<file path="src/rtl/ps2_keymap_decoder.sv">
// PS/2 Set-2 scancode to ASCII decoder with Shift/Caps tracking and an output FIFO.
// Latency: a mapped make code is written on the edge that samples it; visible on ascii_out one cycle later if the FIFO was empty.
// Backpressure: first-word-fall-through valid/ready output; a push into a full FIFO without a pop is dropped and sets sticky overflow.
module ps2_keymap_decoder #(
  parameter int FIFO_DEPTH   = 8,
  parameter bit LOWERCASE_EN = 1'b1,
  parameter bit DIGITS_EN    = 1'b1
) (
  input  logic                          clock,
  input  logic                          resetn,
  input  logic [7:0]                    code_in,
  input  logic                          code_valid,
  output logic [7:0]                    ascii_out,
  output logic                          ascii_valid,
  input  logic                          ascii_ready,
  output logic                          shift_state,
  output logic                          caps_state,
  output logic [$clog2(FIFO_DEPTH):0]   fifo_count,
  output logic                          overflow
);

  localparam int AW = $clog2(FIFO_DEPTH);
  localparam int CW = AW + 1;
  localparam logic [CW-1:0] DEPTH_C = CW'(FIFO_DEPTH);

  localparam logic [7:0] C_BREAK  = 8'hF0;
  localparam logic [7:0] C_EXT    = 8'hE0;
  localparam logic [7:0] C_SHIFTL = 8'h12;
  localparam logic [7:0] C_SHIFTR = 8'h59;
  localparam logic [7:0] C_CAPS   = 8'h58;

  typedef enum logic [1:0] {
    S_IDLE,
    S_BREAK,
    S_EXT,
    S_EXT_BREAK
  } state_t;

  state_t r_state;
  state_t w_state_nxt;

  logic           r_shift_l;
  logic           r_shift_r;
  logic           r_caps;
  logic           r_caps_held;
  logic           r_overflow;
  logic [7:0]     r_mem [FIFO_DEPTH];
  logic [AW-1:0]  r_wr_ptr;
  logic [AW-1:0]  r_rd_ptr;
  logic [CW-1:0]  r_count;

  logic           w_make;
  logic           w_break;
  logic [7:0]     w_letter;
  logic [7:0]     w_sym;
  logic [7:0]     w_char;
  logic           w_push;
  logic           w_pop;
  logic           w_full;
  logic           w_push_ok;

  // Prefix state register; a reset discards any half-received prefix.
  always_ff @(posedge clock or negedge resetn) begin
    if (!resetn) begin
      r_state <= S_IDLE;
    end else begin
      r_state <= w_state_nxt;
    end
  end

  // Prefix next-state and classification of the current byte as make or break.
  always_comb begin
    w_state_nxt = r_state;
    w_make      = 1'b0;
    w_break     = 1'b0;
    if (code_valid) begin
      case (r_state)
        S_IDLE: begin
          if (code_in == C_BREAK) begin
            w_state_nxt = S_BREAK;
          end else if (code_in == C_EXT) begin
            w_state_nxt = S_EXT;
          end else begin
            w_make = 1'b1;
          end
        end
        S_BREAK: begin
          w_break     = 1'b1;
          w_state_nxt = S_IDLE;
        end
        S_EXT: begin
          w_state_nxt = (code_in == C_BREAK) ? S_EXT_BREAK : S_IDLE;
        end
        S_EXT_BREAK: begin
          w_state_nxt = S_IDLE;
        end
        default: begin
          w_state_nxt = S_IDLE;
        end
      endcase
    end
  end

  // Scancode lookup; case uses the modifier registers as they were before this byte.
  always_comb begin
    w_letter = 8'h00;
    w_sym    = 8'h00;
    case (code_in)
      8'h1C: w_letter = 8'h41;
      8'h32: w_letter = 8'h42;
      8'h21: w_letter = 8'h43;
      8'h23: w_letter = 8'h44;
      8'h24: w_letter = 8'h45;
      8'h2B: w_letter = 8'h46;
      8'h34: w_letter = 8'h47;
      8'h33: w_letter = 8'h48;
      8'h43: w_letter = 8'h49;
      8'h3B: w_letter = 8'h4A;
      8'h42: w_letter = 8'h4B;
      8'h4B: w_letter = 8'h4C;
      8'h3A: w_letter = 8'h4D;
      8'h31: w_letter = 8'h4E;
      8'h44: w_letter = 8'h4F;
      8'h4D: w_letter = 8'h50;
      8'h15: w_letter = 8'h51;
      8'h2D: w_letter = 8'h52;
      8'h1B: w_letter = 8'h53;
      8'h2C: w_letter = 8'h54;
      8'h3C: w_letter = 8'h55;
      8'h2A: w_letter = 8'h56;
      8'h1D: w_letter = 8'h57;
      8'h22: w_letter = 8'h58;
      8'h35: w_letter = 8'h59;
      8'h1A: w_letter = 8'h5A;
      8'h29: w_sym    = 8'h20;
      8'h45: w_sym    = DIGITS_EN ? 8'h30 : 8'h00;
      8'h16: w_sym    = DIGITS_EN ? 8'h31 : 8'h00;
      8'h1E: w_sym    = DIGITS_EN ? 8'h32 : 8'h00;
      8'h26: w_sym    = DIGITS_EN ? 8'h33 : 8'h00;
      8'h25: w_sym    = DIGITS_EN ? 8'h34 : 8'h00;
      8'h2E: w_sym    = DIGITS_EN ? 8'h35 : 8'h00;
      8'h36: w_sym    = DIGITS_EN ? 8'h36 : 8'h00;
      8'h3D: w_sym    = DIGITS_EN ? 8'h37 : 8'h00;
      8'h3E: w_sym    = DIGITS_EN ? 8'h38 : 8'h00;
      8'h46: w_sym    = DIGITS_EN ? 8'h39 : 8'h00;
      8'h5A: w_sym    = DIGITS_EN ? 8'h0D : 8'h00;
      8'h66: w_sym    = DIGITS_EN ? 8'h08 : 8'h00;
      default: begin
        w_letter = 8'h00;
        w_sym    = 8'h00;
      end
    endcase
    if (w_letter != 8'h00) begin
      w_char = (LOWERCASE_EN && !(shift_state ^ r_caps)) ? (w_letter + 8'h20) : w_letter;
    end else begin
      w_char = w_sym;
    end
  end

  // Shift and Caps Lock tracking; Caps toggles once per physical press, ignoring typematic repeats.
  always_ff @(posedge clock or negedge resetn) begin
    if (!resetn) begin
      r_shift_l   <= 1'b0;
      r_shift_r   <= 1'b0;
      r_caps      <= 1'b0;
      r_caps_held <= 1'b0;
    end else if (w_make) begin
      if (code_in == C_SHIFTL) r_shift_l <= 1'b1;
      if (code_in == C_SHIFTR) r_shift_r <= 1'b1;
      if (code_in == C_CAPS && !r_caps_held) begin
        r_caps      <= ~r_caps;
        r_caps_held <= 1'b1;
      end
    end else if (w_break) begin
      if (code_in == C_SHIFTL) r_shift_l   <= 1'b0;
      if (code_in == C_SHIFTR) r_shift_r   <= 1'b0;
      if (code_in == C_CAPS)   r_caps_held <= 1'b0;
    end
  end

  assign w_push    = w_make && (w_char != 8'h00);
  assign w_pop     = ascii_valid && ascii_ready;
  assign w_full    = (r_count == DEPTH_C);
  assign w_push_ok = w_push && (!w_full || w_pop);

  // FIFO pointers, occupancy and sticky overflow; pointers wrap naturally at the power-of-two depth.
  always_ff @(posedge clock or negedge resetn) begin
    if (!resetn) begin
      r_wr_ptr   <= '0;
      r_rd_ptr   <= '0;
      r_count    <= '0;
      r_overflow <= 1'b0;
    end else begin
      if (w_push_ok) r_wr_ptr <= r_wr_ptr + AW'(1);
      if (w_pop)     r_rd_ptr <= r_rd_ptr + AW'(1);
      case ({w_push_ok, w_pop})
        2'b10:   r_count <= r_count + CW'(1);
        2'b01:   r_count <= r_count - CW'(1);
        default: r_count <= r_count;
      endcase
      if (w_push && !w_push_ok) r_overflow <= 1'b1;
    end
  end

  // Character storage; contents need no reset because occupancy gates visibility.
  always_ff @(posedge clock) begin
    if (w_push_ok) r_mem[r_wr_ptr] <= w_char;
  end

  assign shift_state = r_shift_l | r_shift_r;
  assign caps_state  = r_caps;
  assign ascii_valid = (r_count != '0);
  assign ascii_out   = ascii_valid ? r_mem[r_rd_ptr] : 8'h00;
  assign fifo_count  = r_count;
  assign overflow    = r_overflow;

endmodule
</file>
<file path="config.mk">
export PLATFORM = sky130hd
export DESIGN_NAME = ps2_keymap_decoder
export DESIGN_NICKNAME = d
export VERILOG_FILES = /design/src/rtl/ps2_keymap_decoder.sv
export SDC_FILE = /design/constraint.sdc
export NUM_CORES = 1
export LEC_CHECK = 0
export CORE_UTILIZATION = 59
export CTS_CLUSTER_SIZE = 14
export DETAILED_ROUTE_END_ITERATION = 6
export GPL_TIMING_DRIVEN = 0
export PLACE_DENSITY = 0.88
export SLEW_MARGIN = 25
export SYNTH_ARGS = -nofsm -noshare
export SYNTH_HDL_FRONTEND = slang
export SYNTH_SLANG_ARGS = --single-unit
</file>
<file path="constraint.sdc">
create_clock -name clock -period 3.3 [get_ports clock]
set_input_delay 0.66 -clock clock [delete_from_list [all_inputs] [get_ports clock]]
set_output_delay 0.66 -clock clock [all_outputs]
set_load 0.05 [all_outputs]
</file>
# Yosys cells after proc, flatten, opt, wreduce, memory -nomap -nowiden

Memory sizes are Yosys's and may differ from the RTL's.
Index checks and enable logic that the tools add are counted.

Register bits after elaboration: 17
Memory bits (writable): 64
Input bits: 12
Output and inout port bits: 16
Word-level logic and storage cells: 122
Memories: 1

Memory list:

| memory | depth | bits a word | read ports | clocked after Yosys merged registers in | wr ports | RTL line | RTL |
|---|---|---|---|---|---|---|---|
| r_mem  | 8     | 8           | 1          | 0                                       | 1        | 47       | `logic [7:0] r_mem [FIFO_DEPTH];` |

Add/sub/neg operators: 5
Equal/unequal tests: 52
Muxes and demuxes: 30
Bitwise operators: 3
Reductions and logical operators: 22

Operators with widths:

| operator              | count |
|---|---|
| $eq A8 B6 Y1 const B  | 23 |
| $pmux W7 S26          | 1 |
| $eq A8 B7 Y1 const B  | 11 |
| $pmux W6 S13          | 1 |
| $eq A8 B5 Y1 const B  | 8 |
| $mux W8               | 3 |
| $mux W1               | 20 |
| $eq A8 B8 Y1 const B  | 2 |
| $reduce_bool A8 Y1    | 2 |
| $add A8 B6 Y8 const B | 1 |
| $pmux W4 S2           | 1 |
| $reduce_and A2 Y1     | 4 |
| $add A3 B1 Y3 const B | 2 |
| $eq A2 B2 Y1 const B  | 3 |
| $mux W2               | 3 |
| $pmux W2 S3           | 1 |
| $reduce_bool A2 Y1    | 3 |
| $logic_and A1 B1 Y1   | 5 |
| $add A4 B1 Y4 const B | 1 |
| $eq A2 B1 Y1 const B  | 2 |
| $eq A4 B4 Y1 const B  | 1 |
| $reduce_bool A4 Y1    | 1 |
| $sub A4 B1 Y4 const B | 1 |
| $logic_not A1 Y1      | 3 |
| other kinds (9)       | 9 |

# Depth between registers and ports, before layout

Gate-level depths: netlist of the first run.

Depth after elaboration: 10
Gate-level depth with buffers: 16
Depth with buffers taken out: 14

# Worst setup path after synthesis of the first run

Ideal clock, no wire load.

Path type: register to register
From: register r_count[1], in the netlist fifo_count[1]
To: register r_count[3], in the netlist fifo_count[3]
Setup time: 0.082 ns
Arrival time: 3.402 ns
Data required time: 3.218 ns
Path slack: -0.184 ns
Stages on the path, launching flop included: 12
Path buffers: 0
Period minus slack after synthesis: 3.484 ns
Cell sequence: dfrtp_1 -> nor4_1 -> inv_1 -> and2_1 -> nand2b_1 -> inv_1 -> ha_1 -> a21o_1 -> a21o_1 -> a211o_1 -> o31ai_2 -> xor2_1

Word-level cells in the longest chain between the ends: 6
Elaborated cells between the ends (all ways): 12
Those cells by class: add/sub: 2; eq/ne: 3; mux: 1; reduce/logical: 6

RTL lines:

| element                                           | RTL line | RTL |
|---|---|---|
| from (decl)                                       | 50       | `logic [CW-1:0] r_count;` |
| from (signal assigned)                            | 197      | `2'b10: r_count <= r_count + CW'(1);` |
| from (signal assigned)                            | 198      | `2'b01: r_count <= r_count - CW'(1);` |
| from (signal assigned)                            | 199      | `default: r_count <= r_count;` |
| $reduce_bool A4 Y1 (*)                            | 212      | `assign ascii_valid = (r_count != '0);` |
| net ascii_valid                                   | 14       | `output logic ascii_valid,` |
| $logic_and A1 B1 Y1 (*)                           | 182      | `assign w_pop = ascii_valid && ascii_ready;` |
| $logic_or A1 B1 Y1                                | 184      | `assign w_push_ok = w_push && (!w_full \|\| w_pop);` |
| $logic_and A1 B1 Y1                               | 184      |  |
| $eq A2 B1 Y1 or $eq A2 B2 Y1 (tied branches)      | 196      | `case ({w_push_ok, w_pop})` |
| $pmux W4 S2 or $reduce_bool A2 Y1 (tied branches) | -        |  |

The timed path passes the listed nets; every way through them passes the cells marked *.
A chain may end at the register's enable or synchronous reset.

# Worst setup path in the final report of the first run

From: input port code_in[7]
To: register r_count[3], in the netlist fifo_count[3]

Word-level cells in the longest chain between the ends: 10
Elaborated cells between the ends (all ways): 58
Those cells by class: add/sub: 1; eq/ne: 43; mux: 9; reduce/logical: 5

RTL lines:

| element                                           | RTL line | RTL |
|---|---|---|
| from (decl)                                       | 11       | `input logic [7:0] code_in,` |
| $eq A8 B5 Y1, or another cell as far along        | 108      | `case (code_in)` |
| $pmux W7 S26                                      | 108      |  |
| $add A8 B6 Y8                                     | 154      | `w_char = (LOWERCASE_EN && !(shift_state ^ r_caps)) ? (w_letter + 8'h20) : w_letter;` |
| $mux W8                                           | 154      |  |
| $mux W8                                           | 153      | `if (w_letter != 8'h00) begin` |
| $reduce_bool A8 Y1                                | 181      | `assign w_push = w_make && (w_char != 8'h00);` |
| $logic_and A1 B1 Y1 (*)                           | 181      |  |
| $logic_and A1 B1 Y1 (*)                           | 184      |  |
| $eq A2 B1 Y1 or $eq A2 B2 Y1 (tied branches)      | 196      |  |
| $pmux W4 S2 or $reduce_bool A2 Y1 (tied branches) | -        |  |

Mark *: on every way between the ends. The rest lies on a longest branch, timed or not.

==> summary.md, run 1 <==
| Metric | Value |
|---|---|
| Layout Skew | 0.00945 ns |
| Mapped Cells | 318 |
| Die Ht | 84.5 um |
| Failing checks | design-rule violations, negative setup slack |
| DRC | 2 |
| TritonCTS buffer count | 9 |
| Vias in the first global route | a little under 3,000 |
| Post-synthesis simple-gate area fraction | 17.2% |
| CTS tree | yes |
| Clock transition at path regs | 0.08 ns |
| Synth Area in Adders | 1.74% |
| Post-synthesis compound-gate area fraction | 8.75% |
| Worst slack, placed | -0.950 ns |
| Crit start category | primary input |
| Overall global routing resource usage | 27.8% |
| Fin. Hold Viols | 0 |
| Critical path arrival | about 3.6 ns |
| Placed cell count | 421 |
| Distinct cells, synth | 65 |
| Post-synth ARST share | around a quarter |
| DRT iter0 DRCs | 256 |
| Grt ovf | 0 |
| Synthesized Nets | about 340 |
| Synth Flop Type | edfxtp_1 |
| Post-detail-place hpwl | 6.37 mm |
| Max-cap viol count | 0 |
| Die width | 84.5 um |
| First-pass GRT wire length | 14.9 mm |
| Port buffer count | 24 |
| Setup ws final | -0.0609 ns |
| Area of the mapped netlist | 4020 um2 |
| Final worst path period share | 102% |
| Ports | 28 |
| Routed WL per cell | 21.9 um |
| Tmin final | roughly 3.4 ns |
| DRT Wirelength | 9.98 mm |
| Area Overhead vs Synth | 23.3% |
| First drt pass iteration count | 6 |
| Pwr/cell area | 677 nW/um2 |
| Hold/Removal Path Class | reg -> reg |
| FP Rows | 29 |
| Unrepaired setup endpoints after global routing | yes |
| Critical Path RT | around 3.6 ns |
| Max frequency | approximately 0.30 GHz |
| VDD IR max | 0.296 mV |
| Synth Warn # | 0 |
| Pin count of the biggest net entering global routing | 18 |
| NumNets Final | a little under 400 |
| Slew at the pin closest to its max-slew limit | between 0.9 and 1 ns |
| Placed Area | approximately 4400 um2 |
| Largest family of logic cells by synthesized area | simple AND/OR/NAND/NOR gates |
| Post-synth EDFFs | between 50 and 60 |
| Sequential share of the synthesized area | 52.4% |
| Mux cell area share after synthesis | about an eighth |
| Clk sink count | 73 |
| Xor/xnor share of the synthesized area | 3.05% |
| Placer Congestion | approximately 0.96 |
| Seq cells post-synth | 73 |
| Setup_tns | -0.0609 ns |
| Starting Density | ~62% |
| Average size of a mapped cell | 12.6 um2 |
| Final Instance Area | a little under 5000 um2 |
| Crit-path max FO | 4 |
| Root Buffer | clkbuf_8 |
| WS Path Type | in -> reg |
| Initial antenna violation count | 1 |
| Later-pin clock latency in the skew report | 0.35 ns |
| Max-slew violation count | 0 |
| Worst rel slew slack | 34.3% |
| Layout cells sized above 1 | 29.4% |
| Leakage | 1.86 nW |
| Htree depth | 3 |
| CTS Buffer Depth | 2 |
| Layout Cells excl Fill | 456 |
| Status | finished with violations |
| Antenna Nets Post-Route | 0 |
| Vias/cell | 6.52 |
| CP Capture Type | flip-flop |
| Final setup fails | 1 |
| Via Count | between 2,000 and 3,000 |
| Die area | 7150 um2 |
| Core Region | 6460 um2 |
[power by group]
| part | internal [mW] | switching (mW) | leakage [nW] |
|---|---|---|---|
| clock network | 0.385 | 0.308 | 0.104 |
| registers | 1.07 | 0.139 | 0.723 |
| logic | 0.565 | 0.882 | 1.03 |
| total | 2.02 | 1.33 | 1.86 |
[state kept, by name, summed over array words and instances, names as in the netlist]
register	cells
r_wr_ptr	3
r_mem	56
r_state	2
r_rd_ptr	3
caps_state	1
r_shift_r	1
r_caps_held	1
overflow	1
r_shift_l	1
fifo_count	4
[through the flow]
| step | power, mW | hold slack (ns) | util [%] |
|---|---|---|---|
| detailed placement | 2.62 | 0.452 | 68.3 |
| global placement | 2.53 | 0.440 | 67.6 |
| floorplan | 2.20 | 0.364 | - |
| CTS | 3.27 | 0.469 | 74.8 |
| global route | 3.49 | 0.557 | 76.7 |
| finish | 3.35 | 0.524 | 76.7 |
[final cells by class]
cell class / instances / area (um2)
plain buffers: 22 / 174
clock inverters: 1 / 5.00
fillers: 361 / 1510
repair buffers: 45 / 375
flip-flops and latches: 73 / 2110
clock buffers: 15 / 199
diodes: 1 / 2.50
well taps: 77 / 96.3
inverters: 11 / 47.5
multi-input cells: 211 / 1950
[cell usage after synthesis (all sizes together) (7+ instances only)]
master	instances	area share, %
nand2b	11	1.7
buf	18	2.6
mux4	14	7.8
mux2i	17	4.2
nor4	9	1.4
xnor2	9	2.0
nor2b	10	1.6
edfxtp	56	42
nand3	7	0.87
nand2	22	2.1
nor2	15	1.4
inv	11	1.0
o21ai	11	1.4
dfrtp	17	11
nor3	7	1.0
[logic make-up after synthesis]
kind of cell,count (synthesis)
simple gates,111
flops,73
compound gates,47
buf+inv,34
mux,33
xor+xnor,14
fa+ha+maj,5
other cells,1
[cells in the final DEF (no fill, tap or decap), drive strengths merged, types with 11 or more instances in the layout]
| cell type | instances |
|---|---|
| dfrtp | 17 |
| mux4 | 14 |
| clkbuf | 20 |
| buf | 39 |
| clkdlybuf4s50 | 11 |
| nand2b | 11 |
| nor2 | 15 |
| o21ai | 11 |
| edfxtp | 56 |
| nand2 | 22 |
| mux2i | 17 |
[what timing repair did]
action | 4_1_cts | 5_1_grt
setup endpoints to repair | 71 | 22
gates resized for setup | 55 | 16
hold buffers | 0 | 0
pin swaps | 8 | 9
gates cloned | 1 | 0
setup buffers | 11 | 7
[worst max-delay path, stage by stage]
cell,delay (ns)
dlygate4sd2_1,0.28
or4b_4,0.51
a211oi_2,0.23
a41o_2,0.16
and4bb_4,0.21
nand4b_4,0.11
and2_4,0.15
nand2b_4,0.14
inv_4,0.05
ha_4,0.20
a21o_1,0.17
a21o_1,0.18
a211o_1,0.30
o31ai_4,0.08
xor2_1,0.18
[worst paths after layout]
check                                   start       endpoint  slack (ns)  cells after the start
worst max-delay path               code_in[7]  fifo_count[3]       -0.06                     15
worst min-delay path                r_shift_l      r_shift_l        0.52                      2
worst max register to register  fifo_count[1]  fifo_count[3]        0.20                     11
worst min register to register      r_shift_l      r_shift_l        0.52                      2
max in group asynchronous              resetn    r_wr_ptr[2]        2.01                      1
min in group asynchronous              resetn    r_wr_ptr[1]        0.78                      1
[metal layers]
layer / vias up / wire (um) / global-route usage, % / part of all wire, %
li1: 1333 / - / - / -
met1: 1459 / 4050 / 33.2 / 41
met3: 37 / 443 / 4.62 / 4.4
met2: 145 / 5030 / 49.0 / 50
met4: 0 / 458 / 13.4 / 4.6
met5: - / 0 / 0 / 0
(Power assumes the default switching activity.)
==> run 2, diff against run 1 <==
--- a/config.mk
+++ b/config.mk
@@ -9,7 +9,7 @@
 export CTS_CLUSTER_SIZE = 14
 export DETAILED_ROUTE_END_ITERATION = 6
 export GPL_TIMING_DRIVEN = 0
-export PLACE_DENSITY = 0.88
+export PLACE_DENSITY = 0.77
 export SLEW_MARGIN = 25
 export SYNTH_ARGS = -nofsm -noshare
 export SYNTH_HDL_FRONTEND = slang
==> run 2 against run 1 <==
Compared with the run above:
- the flow finishes with violations (design-rule violations)
- power decreased by 6.2%
- clock-buffer cell count decreased by 2
- die area unchanged
- design area decreased by 1.6%
- setup slack improved by 0.14 ns
- register-to-register slack improved by 0.08 ns
- core utilization decreased by 1.3 points
- sequential power about the same
- via count decreased by 4.8%
- first-iteration DRC count decreased by 16%
- critical endpoint unchanged
==> summary.md, run 2 (synthesis results as in run 1) <==
| Metric | Value |
|---|---|
| Status | finished with violations |
| Failing checks | design-rule violations |
| Port buffer count | 24 |
| Worst-path cell chain | clkbuf_2 > buf_8 > nor2b_1 > a32oi_2 > o32ai_4 > nor3_4 > nand4b_4 > and2_4 > nand2b_4 > inv_4 > ha_1 > a21o_1 > a21o_1 > a211o_1 > o31ai_2 > xor2_1 |
| Crit path max-delay cell type | a32oi_2 |
| Setup_tns | 0 ns |
| DRT Wirelength | 8.82 mm |
| Ports | 28 |
| Grt ovf | 0 |
| Reg2reg start | fifo_count[1] |
| Root Buffer | clkbuf_8 |
| Layout Skew | 0.0118 ns |
| Placer Congestion | 0.931 |
| Top Family by Delay on Critical Path | compound AO/OA/AOI/OAI gates |
| Hold depth | 1 |
| DRT iter0 DRCs | 214 |
| Most common cell after layout, fill and taps aside | edfxtp_1 |
| Pin count of the biggest net entering global routing | 18 |
| Later-pin clock latency in the skew report | 0.33 ns |
| Die width | 84.5 um |
| DRC | 2 |
| Total Power | 3.15 mW |
| Tmin final | 3.22 ns |
| Worst path most repeated cell | a21o_1 |
| Final core occ | 75.4% |
| Most frequent cells in the layout | edfxtp_1 (56), nand2_1 (21), buf_4 (19) |
| Crit-path max FO | 10 |
| Hold/Removal Path Class | reg -> reg |
| WS Path Type | in -> reg |
| Setup ws final | 0.0804 ns |
| Routed WL per cell | 19.5 um |
| Max-cap viol count | 0 |
| Clock transition at path regs | 0.07 ns |
| CTS Buffer Depth | 2 |
| Crit path to | fifo_count[3] |
| Layout cells sized above 1 | 30.1% |
| Total stage count of the critical path | 16 |
| Crit start category | primary input |
| Die area | about 7000 um2 |
| Overall global routing resource usage | 26.9% |
| Antenna cells | 0 |
| Final setup fails | 0 |
| Unrepaired setup endpoints after global routing | no |
| Cts hold-fix bufs | 0 |
| Slew at the pin closest to its max-slew limit | 0.927 ns |
| CP Capture Type | flip-flop |
| Core Region | 6460 um2 |
| Final Instance Area | 4870 um2 |
| CP max stage delay | between 0.2 and 0.3 ns |
| Via Count | around 2,800 |
| Crit path launch | code_in[0] |
| Antenna Nets Post-Route | 0 |
| R2r setup slk | about 0.28 ns |
| Die Ht | 84.5 um |
| FP Rows | 29 |
| Initial antenna violation count | 0 |
| CP Buf/Inv Count | 3 |
| Critical Path RT | 3.56 ns |
| Worst R2R Path Depth | 11 |
| First-pass GRT wire length | 14.5 mm |
| Fin. Hold Viols | 0 |
| Post-detail-place hpwl | approximately 6.2 mm |
| Htree depth | 3 |
| Vias in the first global route | 2,817 |
| R2R Path End | fifo_count[3] |
| Max-slew violation count | 0 |
| Max frequency | 0.311 GHz |
| Worst rel slew slack | 37.6% |
| HP Start | overflow |
| VDD IR max | 0.307 mV |
| TritonCTS buffer count | 9 |
| Layout Cells excl Fill | approximately 450 |
| Placed cell count | 423 |
| First drt pass iteration count | 7 |
| Area Overhead vs Synth | 21.2% |
| Starting Density | about 62% |
| Hold Slack | roughly 0.48 ns |
| Reg with most FFs | r_mem |
| Clk sink count | 73 |
| Final worst path period share | 97.6% |
| Placed Area | roughly 4400 um2 |
| Max reg flops | 56 |
| Leakage | 1.82 nW |
| Pwr/cell area | between 600 and 700 nW/um2 |
| Vias/cell | 6.25 |
| NumNets Final | 388 |
| Worst slack, placed | -1.00 ns |
| CTS tree | yes |
| Critical path arrival | 3.48 ns |
-- run 2: how the worst min path moves through the flow --
stage                 endpoint  slack (ns)
floorplan           caps_state        0.36
finish                overflow        0.48
CTS                   overflow        0.48
global route          overflow        0.52
global placement      overflow        0.45
detailed placement    overflow        0.47
-- run 2: timing repair --
action	in CTS	in global routing
setup buffers	9	5
resized for setup	54	31
gates cloned	1	0
pin swaps	7	13
setup endpoints to repair	73	15
-- run 2: power breakdown --
| group | internal [mW] | total, mW | switching (mW) |
|---|---|---|---|
| clock network | 0.273 | 0.575 | 0.302 |
| registers | 1.07 | 1.19 | 0.120 |
| logic | 0.548 | 1.38 | 0.830 |
| total | 1.89 | 3.15 | 1.25 |
-- run 2: per-layer routing --
| metal | track usage (%) | up-vias | wire length (um) |
|---|---|---|---|
| met5 | 0 | - | 0 |
| met4 | 11.2 | 0 | 263 |
| met1 | 35.2 | 1384 | 3770 |
| met2 | 44.9 | 92 | 4420 |
| met3 | 4.52 | 25 | 355 |
| li1 | - | 1331 | - |
-- run 2: layout make-up --
type                       instances  area (um2)
sequential                        73        2110
multi-input combinational        211        1930
fill                             424        1590
timing repair buffer              43         343
buffer                            22         185
clock buffer                      13         139
tap                               77        96.3
inverter                          11        47.5
clock inverter                     3        20.0
